===== config.mk =====
export PLATFORM = sky130hd
export DESIGN_NAME = fifo_stim_gen
export DESIGN_NICKNAME = d
export VERILOG_FILES = /design/src/rtl/fifo_stim_gen.sv
export SDC_FILE = /design/constraint.sdc
export NUM_CORES = 1
export LEC_CHECK = 0
export BUFFER_PORTS_ARGS = -buffer_cell sky130_fd_sc_hd__buf_2
export CELL_PAD_IN_SITES_DETAIL_PLACEMENT = 1
export CELL_PAD_IN_SITES_GLOBAL_PLACEMENT = 2
export CORE_MARGIN = 5
export CORE_UTILIZATION = 28
export DETAILED_ROUTE_END_ITERATION = 7
export PLACE_DENSITY_LB_ADDON = 0.3
export SYNTH_ARGS = -nofsm -noshare
export SYNTH_HDL_FRONTEND = slang
export SYNTH_SLANG_ARGS = --single-unit

===== constraint.sdc =====
create_clock -name clk -period 2.3 [get_ports clk]
set_input_delay 0.115 -clock clk [delete_from_list [all_inputs] [get_ports clk]]
set_output_delay 0.115 -clock clk [all_outputs]
set_load 0.02 [all_outputs]

===== src/rtl/fifo_stim_gen.sv =====
// rtl/fifo_stim_gen.sv - phased enqueue/dequeue stimulus generator for a synchronous FIFO under test
// Runs FILL, DRAIN, pseudo-random MIXED and FLUSH phases, never requesting past full or empty.
module fifo_stim_gen #(
    parameter int unsigned DATA_WIDTH  = 64,
    parameter int unsigned QUEUE_DEPTH = 16,
    parameter int unsigned NUM_TXN     = 256,
    parameter logic [15:0] SEED        = 16'hACE1
) (
    input  logic                  clk,
    input  logic                  rst,
    input  logic                  start,
    input  logic                  is_full,
    input  logic                  is_empty,
    output logic                  enqueue,
    output logic [DATA_WIDTH-1:0] wdata,
    output logic                  dequeue,
    output logic                  busy,
    output logic                  done,
    output logic [15:0]           enq_count,
    output logic [15:0]           deq_count
);
    localparam int unsigned      TXN_W     = $clog2(NUM_TXN + 1);
    localparam logic [TXN_W-1:0] TXN_LAST  = TXN_W'(NUM_TXN - 1);
    localparam logic [15:0]      LFSR_MASK = 16'hB400;

    localparam logic [2:0] ST_IDLE  = 3'd0;
    localparam logic [2:0] ST_FILL  = 3'd1;
    localparam logic [2:0] ST_DRAIN = 3'd2;
    localparam logic [2:0] ST_MIXED = 3'd3;
    localparam logic [2:0] ST_FLUSH = 3'd4;
    localparam logic [2:0] ST_DONE  = 3'd5;

    if (DATA_WIDTH == 0 || (DATA_WIDTH % 16) != 0) begin : g_bad_width
        $error("fifo_stim_gen: DATA_WIDTH must be a nonzero multiple of 16");
    end
    if (QUEUE_DEPTH == 0 || NUM_TXN == 0 || SEED == 16'h0000) begin : g_bad_cfg
        $error("fifo_stim_gen: QUEUE_DEPTH and NUM_TXN must be >= 1 and SEED nonzero");
    end

    logic [2:0]       state_q, state_d;
    logic [15:0]      lfsr_q, lfsr_d;
    logic [TXN_W-1:0] txn_q, txn_d;
    logic [15:0]      enq_cnt_q, enq_cnt_d;
    logic [15:0]      deq_cnt_q, deq_cnt_d;

    // Requests are combinational on the flags so a flag change blocks the request in the same cycle.
    always_comb begin
        enqueue = 1'b0;
        dequeue = 1'b0;
        case (state_q)
            ST_FILL:  enqueue = ~is_full;
            ST_DRAIN: dequeue = ~is_empty;
            ST_MIXED: begin
                enqueue = lfsr_q[0] & ~is_full;
                dequeue = lfsr_q[1] & ~is_empty;
            end
            ST_FLUSH: dequeue = ~is_empty;
            default: ;
        endcase
    end

    assign busy      = (state_q == ST_FILL) || (state_q == ST_DRAIN) ||
                       (state_q == ST_MIXED) || (state_q == ST_FLUSH);
    assign done      = (state_q == ST_DONE);
    assign enq_count = enq_cnt_q;
    assign deq_count = deq_cnt_q;
    assign wdata     = {(DATA_WIDTH / 16){enq_cnt_q}};

    always_comb begin
        state_d   = state_q;
        lfsr_d    = lfsr_q;
        txn_d     = txn_q;
        enq_cnt_d = enq_cnt_q + {15'd0, enqueue};
        deq_cnt_d = deq_cnt_q + {15'd0, dequeue};
        case (state_q)
            ST_IDLE, ST_DONE: begin
                if (start) begin
                    state_d   = ST_FILL;
                    lfsr_d    = SEED;
                    txn_d     = '0;
                    enq_cnt_d = 16'd0;
                    deq_cnt_d = 16'd0;
                end
            end
            ST_FILL:  if (is_full)  state_d = ST_DRAIN;
            ST_DRAIN: if (is_empty) state_d = ST_MIXED;
            ST_MIXED: begin
                lfsr_d = {1'b0, lfsr_q[15:1]} ^ (lfsr_q[0] ? LFSR_MASK : 16'h0000);
                txn_d  = txn_q + TXN_W'(1);
                if (txn_q == TXN_LAST) state_d = ST_FLUSH;
            end
            ST_FLUSH: if (is_empty) state_d = ST_DONE;
            default:  state_d = ST_IDLE;
        endcase
    end

    always_ff @(posedge clk) begin
        if (rst) begin
            state_q   <= ST_IDLE;
            lfsr_q    <= SEED;
            txn_q     <= '0;
            enq_cnt_q <= 16'd0;
            deq_cnt_q <= 16'd0;
        end else begin
            state_q   <= state_d;
            lfsr_q    <= lfsr_d;
            txn_q     <= txn_d;
            enq_cnt_q <= enq_cnt_d;
            deq_cnt_q <= deq_cnt_d;
        end
    end
endmodule


# After elaboration in Yosys (flattened, before gate mapping)
# Index checks and enable logic that the tools add are counted.
totals:
  ff_bits: 60
  inputBits: 5
  output_inout_bits: 100
  wordCells: 50
classes:
  add_sub_neg: 3
  eq_ne: 11
  muxes: 17
  bitwise: 5
  reduce_logical: 9
ops:
  columns: ["cell", "n"]
  rows:
  - ["$mux W16", 6]
  - ["$add A16 B1 Y16", 2]
  - ["$pmux W16 S2", 1]
  - ["$pmux W9 S2", 1]
  - ["$xor A15 B16 Y16", 1]
  - ["$mux W3", 5]
  - ["$pmux W3 S5", 1]
  - ["$add A9 B1 Y9 const B", 1]
  - ["$eq A9 B8 Y1 const B", 1]
  - ["$mux W9", 1]
  - ["$ne A2 B2 Y1 const B", 4]
  - ["$eq A3 B2 Y1 const B", 2]
  - ["$eq A3 B3 Y1 const B", 2]
  - ["$reduce_and A5 Y1", 1]
  - ["$pmux W1 S2", 2]
  - ["$reduce_or A2 Y1", 2]
  - ["$eq A3 B1 Y1 const B", 1]
  - ["$logic_not A3 Y1", 1]
  - ["$logic_or A1 B1 Y1", 3]
  - ["$and A1 B1 Y1", 2]
  - ["$ne A2 B1 Y1 const B", 1]
  - ["$not A1 Y1", 2]
  - ["$reduce_and A2 Y1", 1]
  - ["$reduce_bool A2 Y1", 1]

# Longest topological paths before layout
# Gate-level depths: netlist (run 1).
depth:
  ltp_word: 6
  depth_mapped: 10
  ltp_nobuf: 9

# Worst setup path after synthesis (run 1)
# No wires, ideal clock.
synth_timing:
  kind: "reg2reg"
  startpoint: "register state_q[0]"
  endpoint: "register enq_cnt_q[14], in the netlist enq_count[14]"
  setup_ns: 0.128
  t_arrival_ns: 2.497
  required_time_ns: 2.172
  path_slack_ns: -0.325
  stages_incl_launch_ff: 10
  n_path_buf: 1
  synth_period_minus_slack_ns: 2.625
  cell_sequence: "dfxtp_1 clkbuf_1 nand2b_1 nor3_1 ha_1 ha_1 nand4_1 nor4_1 xnor2_1 nor2_1"
synth_between:
  elab_chain_cells: 5
  word_cells_on_any_way: 9
  classes_between: "add/sub (1); eq/ne (3); mux (3); reduce/logical (2)"
synth_rtl:
  columns: ["item", "line", "text"]
  rows:
  - ["start, declared", "40", "logic [2:0] state_q, state_d;"]
  - ["start signal, assigned", "105", "state_q <= state_d;"]
  - ["$eq A3 B2 Y1 / $eq A3 B1 Y1 (equally long branches)", "50", "case (state_q)"]
  - ["$pmux W1 S2 (*)", "50", null]
  - ["named net enqueue", "14", "output logic enqueue,"]
  - ["$add A16 B1 Y16 (*)", "73", "enq_cnt_d = enq_cnt_q + {15'd0, enqueue};"]
  - ["$mux W16", "77", "if (start) begin"]
  - ["$mux W16 (*)", "75", "case (state_q)"]
  - ["end signal, assigned", "108", "enq_cnt_q <= enq_cnt_d;"]
  - ["end, declared", "43", "logic [15:0] enq_cnt_q, enq_cnt_d;"]
# The timed path passes the listed nets; every way through them passes the cells marked *.
# A chain may end at the register's enable or synchronous reset.

# Final worst setup path (run 1)
layout_timing:
  startpoint: "register lfsr_q[1]"
  endpoint: "register deq_cnt_q[15], in the netlist deq_count[15]"
layout_between:
  elab_chain_cells: 5
layout_rtl:
  columns: ["item", "line", "text"]
  rows:
  - ["start, declared", "41", "logic [15:0] lfsr_q, lfsr_d;"]
  - ["start signal, assigned", "106", "lfsr_q <= lfsr_d;"]
  - ["$and A1 B1 Y1 (*)", "55", "dequeue = lfsr_q[1] & ~is_empty;"]
  - ["$pmux W1 S2 (*)", "50", null]
  - ["$add A16 B1 Y16 (*)", "74", "deq_cnt_d = deq_cnt_q + {15'd0, dequeue};"]
  - ["$mux W16", "77", null]
  - ["$mux W16 (*)", "75", null]
  - ["end signal, assigned", "109", "deq_cnt_q <= deq_cnt_d;"]
  - ["end, declared", "44", "logic [15:0] deq_cnt_q, deq_cnt_d;"]
# Every way passes the cells marked *; elsewhere a longest branch is shown, timed or not.

==> run_summary.xml, run 1 <==
<?xml version="1.0" encoding="UTF-8"?>
<metrics>
  <group name="route">
    <metric name="topRoutingLayerUsed" unit="">met4</metric>
    <metric name="met2RoutedLength" unit="µm">3400</metric>
    <metric name="post_drt_wl_per_cell" unit="µm">13.4</metric>
    <metric name="post_drt_via_cell_ratio" unit="">4.55</metric>
    <metric name="drt_iter0_drc" unit="">71</metric>
    <metric name="drc_errors" unit="">0</metric>
    <metric name="total_wire_length_after_detailed_routing" unit="µm">7380</metric>
    <metric name="wirelength_met1" unit="µm">3340</metric>
    <metric name="detailedRoute.firstPassIterationCount" unit="">4</metric>
    <metric name="met3_length" unit="µm">525</metric>
    <metric name="final_antenna_net_count" unit="">0</metric>
    <metric name="vias" unit="">2512</metric>
  </group>
  <group name="synth">
    <metric name="synth_most_common_cell" unit="">sky130_fd_sc_hd__buf_4</metric>
    <metric name="synth-async-reset-ratio" unit="%">0</metric>
    <metric name="post_synth_num_cell_types" unit="">43</metric>
    <metric name="synthDominantCellAreaShare" unit="%">39.1</metric>
    <metric name="ys.warnings.count" unit="">0</metric>
    <metric name="mappedNetlistNets" unit="">367</metric>
    <metric name="synth_enable_flop_cells" unit="">0</metric>
    <metric name="seq_area_frac_synth" unit="%">39.1</metric>
    <metric name="syn_area_per_cell" unit="µm²">8.62</metric>
    <metric name="dominantRegCellSynth" unit="">sky130_fd_sc_hd__dfxtp_1</metric>
    <metric name="dominant_cells_by_area_after_synthesis" unit="">sky130_fd_sc_hd__dfxtp_1 (39%), sky130_fd_sc_hd__buf_4 (16%), sky130_fd_sc_hd__xnor2_1 (6.3%)</metric>
    <metric name="yosys.area.top_type" unit="">sky130_fd_sc_hd__dfxtp_1</metric>
    <metric name="synth.cells.most_frequent" unit="">sky130_fd_sc_hd__buf_4 (65), sky130_fd_sc_hd__dfxtp_1 (60), sky130_fd_sc_hd__nor2_1 (32), sky130_fd_sc_hd__nand2_1 (31), sky130_fd_sc_hd__xnor2_1 (22)</metric>
    <metric name="post_synth_inst_count" unit="">356</metric>
    <metric name="mappedNetlistArea" unit="µm²">3070</metric>
    <metric name="post_synthesis_register_bit_count" unit="">60</metric>
  </group>
  <group name="clock_tree">
    <metric name="cts_buffer_depth" unit="">2</metric>
    <metric name="worstSkewPairLatency" unit="ns">0.34</metric>
    <metric name="cts.root.buffer_cell" unit="">sky130_fd_sc_hd__clkbuf_8</metric>
    <metric name="tritoncts.num_buffers" unit="">9</metric>
    <metric name="tritoncts_num_sinks" unit="">60</metric>
    <metric name="number_of_levels_in_the_clock_h_tree" unit="">3</metric>
    <metric name="clk_transition_reported_paths" unit="ns">0.07</metric>
    <metric name="cts_tree" unit="">done</metric>
    <metric name="number_of_hold_buffers_added_after_cts" unit="">0</metric>
  </group>
  <group name="place">
    <metric name="dp.final_hpwl" unit="µm">5630</metric>
    <metric name="dp_worst_setup_slack" unit="ns">0.139</metric>
    <metric name="globalplace.congestion" unit="">0.732</metric>
    <metric name="numPortBuffers" unit="">104</metric>
  </group>
  <group name="power_and_ir_drop">
    <metric name="total_power" unit="mW">2.25</metric>
    <metric name="clockPowerShare" unit="%">47.3</metric>
    <metric name="power_frac_comb" unit="%">5.8</metric>
    <metric name="internal_power" unit="mW">1.73</metric>
    <metric name="power_density" unit="nW/µm²">629</metric>
    <metric name="reported_leakage_power" unit="nW">1.60</metric>
    <metric name="vdd_ir_drop_max" unit="mV">0.289</metric>
    <metric name="power.share.switching" unit="%">22.8</metric>
    <metric name="seq_power_share" unit="%">46.9</metric>
    <metric name="p_switching" unit="mW">0.513</metric>
  </group>
  <group name="global_route">
    <metric name="grt_pass1_wl" unit="µm">12100</metric>
    <metric name="remaining_global_route_overflow" unit="">0</metric>
    <metric name="antenna_found_initial" unit="">0</metric>
    <metric name="via_count_of_the_first_global_routing_pass" unit="">2471</metric>
    <metric name="grt_total_usage" unit="%">11.4</metric>
    <metric name="grt_max_degree" unit="">20</metric>
  </group>
  <group name="worst_setup_path">
    <metric name="path_class" unit="">flop to flop</metric>
    <metric name="cp-start-kind" unit="">flop</metric>
    <metric name="worstPathArrival" unit="ns">2.40</metric>
    <metric name="crit_slowest_cell" unit="">sky130_fd_sc_hd__or4_1</metric>
    <metric name="worstPathCellList" unit="">nand2b_1 &gt; nand3b_1 &gt; a21oi_2 &gt; ha_2 &gt; and4_2 &gt; nand2_1 &gt; or4_1 &gt; a21oi_1</metric>
    <metric name="critical_path_required" unit="ns">2.58</metric>
    <metric name="critPathMaxStageDelay" unit="ns">0.52</metric>
    <metric name="max_fanout_on_critical_path" unit="">4</metric>
    <metric name="worst_setup_path_end_kind" unit="">flop</metric>
  </group>
  <group name="timing">
    <metric name="finalCritPeriodShare" unit="%">92.2</metric>
    <metric name="timing.max_slew.rel_slack" unit="%">69.7</metric>
    <metric name="hold_viol_final" unit="">0</metric>
    <metric name="setup_viol" unit="">0</metric>
    <metric name="max_clock_freq" unit="MHz">472</metric>
    <metric name="worstMarginPinSlew" unit="ns">0.450</metric>
    <metric name="timing.final.crit_period" unit="ns">2.12</metric>
    <metric name="final.setup.tns" unit="ns">0</metric>
    <metric name="report.final.slew_viol_count" unit="">0</metric>
    <metric name="fin_worst_skew" unit="ns">0.0105</metric>
    <metric name="grt_setup_unrepaired" unit="">no</metric>
    <metric name="final.setup.worst_slack" unit="ns">0.181</metric>
  </group>
  <group name="floorplan">
    <metric name="die_x" unit="µm">115</metric>
    <metric name="fp.dieArea" unit="µm²">13200</metric>
    <metric name="die_height" unit="µm">115</metric>
    <metric name="core" unit="µm²">10800</metric>
    <metric name="floorplan.initialDensity" unit="%">28.4</metric>
    <metric name="std_cell_rows" unit="">38</metric>
    <metric name="boundaryPins" unit="">105</metric>
  </group>
  <group name="layout">
    <metric name="post_route_cells_drive_above_1_share" unit="%">35.0</metric>
    <metric name="antenna_cells_inserted" unit="">0</metric>
    <metric name="fillers" unit="">1316</metric>
    <metric name="synthToLayoutAreaGrowth" unit="%">16.3</metric>
    <metric name="multi_input_comb_area" unit="µm²">1330</metric>
    <metric name="final_nets" unit="">418</metric>
    <metric name="sequential_cell_area" unit="µm²">1200</metric>
  </group>
  <group name="worst_hold_path">
    <metric name="worst_min_delay_path_category" unit="">input pin to flop</metric>
  </group>
  <group name="run">
    <metric name="cap_violations" unit="">0</metric>
  </group>
  <group name="run_status">
    <metric name="outcome" unit="">complete, no violations</metric>
  </group>
</metrics>
[path summary, 6_finish.rpt]
path / start / endpoint / slack [ns] / depth (start not counted)
max: lfsr_q[1] / deq_count[15] / 0.18 / 8
min: rst / state_q[2] / 0.08 / 2
max reg2reg: lfsr_q[1] / deq_count[15] / 0.18 / 8
min reg2reg: lfsr_q[10] / lfsr_q[9] / 0.46 / 2
[layout by cell type, fill, tap and decap left out, types with 7 or more instances in the layout]
cell type / n
sky130_fd_sc_hd__xor2_1: 10
sky130_fd_sc_hd__buf_2: 104
sky130_fd_sc_hd__inv_1: 7
sky130_fd_sc_hd__a21oi_1: 13
sky130_fd_sc_hd__nor2_1: 32
sky130_fd_sc_hd__nand2_1: 31
sky130_fd_sc_hd__dfxtp_1: 59
sky130_fd_sc_hd__clkbuf_8: 10
sky130_fd_sc_hd__nand3_1: 18
sky130_fd_sc_hd__buf_4: 13
sky130_fd_sc_hd__xnor2_1: 22
sky130_fd_sc_hd__nand4_1: 8
[repair_timing]
action / 4_1_cts / 5_1_grt
endpoints found under the setup margin: 0 / 5
gates resized for setup: 0 / 4
buffers inserted: 0 / 1
[power groups by stage]
| stage | registers (mW) | logic [mW] | clock network (mW) |
|---|---|---|---|
| finish | 1.05 | 0.131 | 1.06 |
| global route | 1.05 | 0.147 | 1.15 |
| CTS | 1.05 | 0.135 | 1.10 |
| detailed placement | 1.08 | 0.134 | 0 |
| global placement | 1.08 | 0.134 | 0 |
| floorplan | 1.08 | 0.0908 | 0 |
[through the flow]
stage / instance area [µm²] / utilization, % / instances / hold slack (ns)
3_5_place_dp: 3330 / 30.9 / 535 / 0.430
5_1_grt: 3570 / 33.1 / 552 / 0.107
3_3_place_gp: 3330 / 30.9 / 535 / 0.439
2_1_floorplan: 3090 / - / 356 / 0.276
6_report: 3570 / 33.1 / 552 / 0.0805
4_1_cts: 3550 / 32.9 / 551 / 0.0803
[registers in the layout, summed over array words and instances, names as in the netlist]
| signal | cells |
|---|---|
| txn_q | 9 |
| state_q | 3 |
| deq_count | 16 |
| enq_count | 16 |
| lfsr_q | 16 |
[routing by layer]
metal	global-route usage, %	up-vias
met1	14.3	1189
met3	2.48	8
met4	4.69	0
li1	-	1243
met2	19.0	72
met5	0	-
[kinds of logic (layout without fill, tap and decap cells)]
| kind of cell | after synthesis | after routing | synth area share, % |
|---|---|---|---|
| AND/OR/NAND/NOR | 132 | 132 | 21.3 |
| multiplexers | 1 | 1 | 0.326 |
| adder cells (fa/ha/maj) | 6 | 6 | 2.45 |
| flip-flops | 60 | 60 | 39.1 |
| XOR/XNOR | 32 | 32 | 9.13 |
| buffers and inverters | 84 | 140 | 18.4 |
| AO/OA/AOI/OAI | 41 | 41 | 9.25 |
[critical path: cells and delay by family, from the launching register on]
kind	cells	cell delay, ns
AND/OR/NAND/NOR	5	1.15
flip-flops	1	0.37
AO/OA/AOI/OAI	2	0.32
adder cells (fa/ha/maj)	1	0.22
[cell type report]
cell class / instances / share of cell area (%)
inverter: 7 / 0.736
tap: 140 / 4.91
multi-input combinational: 212 / 37.2
clock inverter: 4 / 2.03
clock buffer: 12 / 4.07
sequential: 60 / 33.7
timing repair buffer: 117 / 17.3
Note: power is estimated with default switching activity, not from simulation.
==> run 2, diff against run 1 <==
Settings changed: CORE_MARGIN 5 to 3.
Clock period 2.3 ns to 2.1 ns, I/O delays scaled along.
==> run_summary.xml, run 2 (synthesis gave the netlist of run 1 again) <==
<?xml version="1.0" encoding="UTF-8"?>
<metrics>
  <group name="worst_setup_path">
    <metric name="r2r_end" unit="">enq_count[15]</metric>
    <metric name="path_class" unit="">flop to flop</metric>
    <metric name="worstPathArrival" unit="ns">2.24</metric>
    <metric name="critical_path_required" unit="ns">2.33</metric>
    <metric name="cp-start-kind" unit="">flop</metric>
    <metric name="reg2reg_depth" unit="">7</metric>
    <metric name="r2r_start" unit="">state_q[2]</metric>
    <metric name="worst_setup_path_end_kind" unit="">flop</metric>
    <metric name="r2r_setup_slack" unit="ns">0.09</metric>
    <metric name="max_fanout_on_critical_path" unit="">6</metric>
  </group>
  <group name="timing">
    <metric name="finalCritPeriodShare" unit="%">95.6</metric>
    <metric name="report.final.slew_viol_count" unit="">0</metric>
    <metric name="grt_setup_unrepaired" unit="">yes</metric>
    <metric name="minimum_hold_slack" unit="ns">0.0757</metric>
    <metric name="worstMarginPinSlew" unit="ns">0.396</metric>
    <metric name="setup_viol" unit="">0</metric>
    <metric name="fin_worst_skew" unit="ns">0.00934</metric>
    <metric name="max_clock_freq" unit="MHz">498</metric>
    <metric name="timing.max_slew.rel_slack" unit="%">73.4</metric>
    <metric name="hold_viol_final" unit="">0</metric>
    <metric name="final.setup.tns" unit="ns">0</metric>
    <metric name="timing.final.crit_period" unit="ns">2.01</metric>
  </group>
  <group name="global_route">
    <metric name="via_count_of_the_first_global_routing_pass" unit="">2448</metric>
    <metric name="grt_pass1_wl" unit="µm">12300</metric>
    <metric name="grt_max_degree" unit="">20</metric>
    <metric name="remaining_global_route_overflow" unit="">0</metric>
    <metric name="grt_total_usage" unit="%">12.1</metric>
    <metric name="antenna_found_initial" unit="">0</metric>
  </group>
  <group name="place">
    <metric name="globalplace.congestion" unit="">0.738</metric>
    <metric name="numPlacedInstances" unit="">539</metric>
    <metric name="dp.final_hpwl" unit="µm">5560</metric>
    <metric name="numPortBuffers" unit="">104</metric>
    <metric name="placed_cell_area" unit="µm²">3430</metric>
  </group>
  <group name="floorplan">
    <metric name="core" unit="µm²">10500</metric>
    <metric name="floorplan.initialDensity" unit="%">29.2</metric>
    <metric name="fp.dieArea" unit="µm²">12300</metric>
    <metric name="die_x" unit="µm">111</metric>
    <metric name="std_cell_rows" unit="">37</metric>
    <metric name="boundaryPins" unit="">105</metric>
    <metric name="die_height" unit="µm">111</metric>
  </group>
  <group name="route">
    <metric name="drc_errors" unit="">0</metric>
    <metric name="total_wire_length_after_detailed_routing" unit="µm">7350</metric>
    <metric name="post_drt_via_cell_ratio" unit="">4.57</metric>
    <metric name="final_antenna_net_count" unit="">0</metric>
    <metric name="vias" unit="">2549</metric>
    <metric name="post_drt_wl_per_cell" unit="µm">13.2</metric>
    <metric name="drt_iter0_drc" unit="">45</metric>
    <metric name="detailedRoute.firstPassIterationCount" unit="">4</metric>
  </group>
  <group name="layout">
    <metric name="fillers" unit="">1272</metric>
    <metric name="finish.instance_area" unit="µm²">3700</metric>
    <metric name="commonest_non_fill_non_tap_cell_in_the_layout" unit="">sky130_fd_sc_hd__buf_2</metric>
    <metric name="sequential_cell_area" unit="µm²">1200</metric>
    <metric name="fin_util" unit="%">35.2</metric>
    <metric name="layout_cells_excl_fill" unit="">558</metric>
    <metric name="synthToLayoutAreaGrowth" unit="%">20.7</metric>
    <metric name="most-common-layout-cells" unit="">sky130_fd_sc_hd__buf_2 (104), sky130_fd_sc_hd__dfxtp_1 (57), sky130_fd_sc_hd__nor2_1 (31)</metric>
    <metric name="antenna_cells_inserted" unit="">0</metric>
    <metric name="multi_input_comb_area" unit="µm²">1390</metric>
    <metric name="final_nets" unit="">428</metric>
    <metric name="post_route_cells_drive_above_1_share" unit="%">39.1</metric>
  </group>
  <group name="run">
    <metric name="cap_violations" unit="">0</metric>
  </group>
  <group name="worst_hold_path">
    <metric name="worst_min_delay_path_category" unit="">input pin to flop</metric>
    <metric name="hold_path_origin" unit="">rst</metric>
    <metric name="timing.hold.worst_endpoint" unit="">state_q[1]</metric>
    <metric name="min_path_cells" unit="">2</metric>
  </group>
  <group name="clock_tree">
    <metric name="number_of_levels_in_the_clock_h_tree" unit="">3</metric>
    <metric name="clk_transition_reported_paths" unit="ns">0.07</metric>
    <metric name="cts_tree" unit="">done</metric>
    <metric name="tritoncts.num_buffers" unit="">9</metric>
    <metric name="cts_buffer_depth" unit="">2</metric>
    <metric name="cts.root.buffer_cell" unit="">sky130_fd_sc_hd__clkbuf_8</metric>
    <metric name="worstSkewPairLatency" unit="ns">0.33</metric>
    <metric name="tritoncts_num_sinks" unit="">60</metric>
  </group>
  <group name="power_and_ir_drop">
    <metric name="power_density" unit="nW/µm²">667</metric>
    <metric name="reported_leakage_power" unit="nW">1.65</metric>
    <metric name="vdd_ir_drop_max" unit="mV">0.424</metric>
  </group>
  <group name="run_status">
    <metric name="outcome" unit="">complete, no violations</metric>
  </group>
</metrics>
[run 2: worst max path at each step]
stage          startpoint            end  slack [ns]
4_1_cts         lfsr_q[1]  deq_count[12]        0.03
3_3_place_gp    lfsr_q[1]  deq_count[12]        0.12
6_report       state_q[2]  enq_count[15]        0.09
2_1_floorplan  state_q[0]  enq_count[15]       -0.06
3_5_place_dp   state_q[0]  enq_count[15]        0.06
5_1_grt        state_q[0]  deq_count[15]       -0.02
[run 2: metal layers]
metal	global-route usage [%]	wire, µm	share of wire (%)	vias to the layer above
li1	-	-	-	1261
met1	14.5	3320	45	1210
met2	20.3	3530	48	72
met3	4.69	430	5.9	6
met4	3.20	64	0.87	0
met5	0	0	0	-
[run 2: timing repair]
item | 4_1_cts | 5_1_grt
setup buffers | 0 | 3
hold buffers | 0 | 0
gates resized for setup | 0 | 7
endpoints found under the setup margin | 0 | 10
[run 2: report_power, final]
| group | total, mW | switching, mW | internal, mW | leakage [nW] |
|---|---|---|---|---|
| combinational | 0.155 | 0.0936 | 0.0611 | 1.06 |
| sequential | 1.16 | 0.0102 | 1.15 | 0.485 |
| clock | 1.16 | 0.460 | 0.700 | 0.107 |
| total | 2.47 | 0.563 | 1.91 | 1.65 |
[run 2: area by class of cell]
| type | count | share of cell area (%) |
|---|---|---|
| well taps | 136 | 4.59 |
| flip-flops and latches | 60 | 32.5 |
| clock inverters | 4 | 1.96 |
| inverters | 7 | 0.709 |
| clock buffers | 12 | 3.92 |
| multi-input cells | 212 | 37.6 |
| repair buffers | 127 | 18.7 |
[run 2: worst max-delay path: stages (launching register included)]
cell and delay, ns:
sky130_fd_sc_hd__dfxtp_1 0.34, sky130_fd_sc_hd__buf_4 0.16, sky130_fd_sc_hd__nor3_4 0.24, sky130_fd_sc_hd__ha_2 0.25
sky130_fd_sc_hd__nand2_2 0.09, sky130_fd_sc_hd__or3_4 0.37, sky130_fd_sc_hd__o31a_1 0.28, sky130_fd_sc_hd__o21a_1 0.18
[run 2: per-stage QoR]
| step | setup slack, ns | power [mW] |
|---|---|---|
| 2_1_floorplan | -0.0604 | 1.29 |
| 3_3_place_gp | 0.123 | 1.33 |
| 3_5_place_dp | 0.0592 | 1.34 |
| 4_1_cts | 0.0289 | 2.51 |
| 5_1_grt | -0.0208 | 2.59 |
| 6_report | 0.0915 | 2.47 |
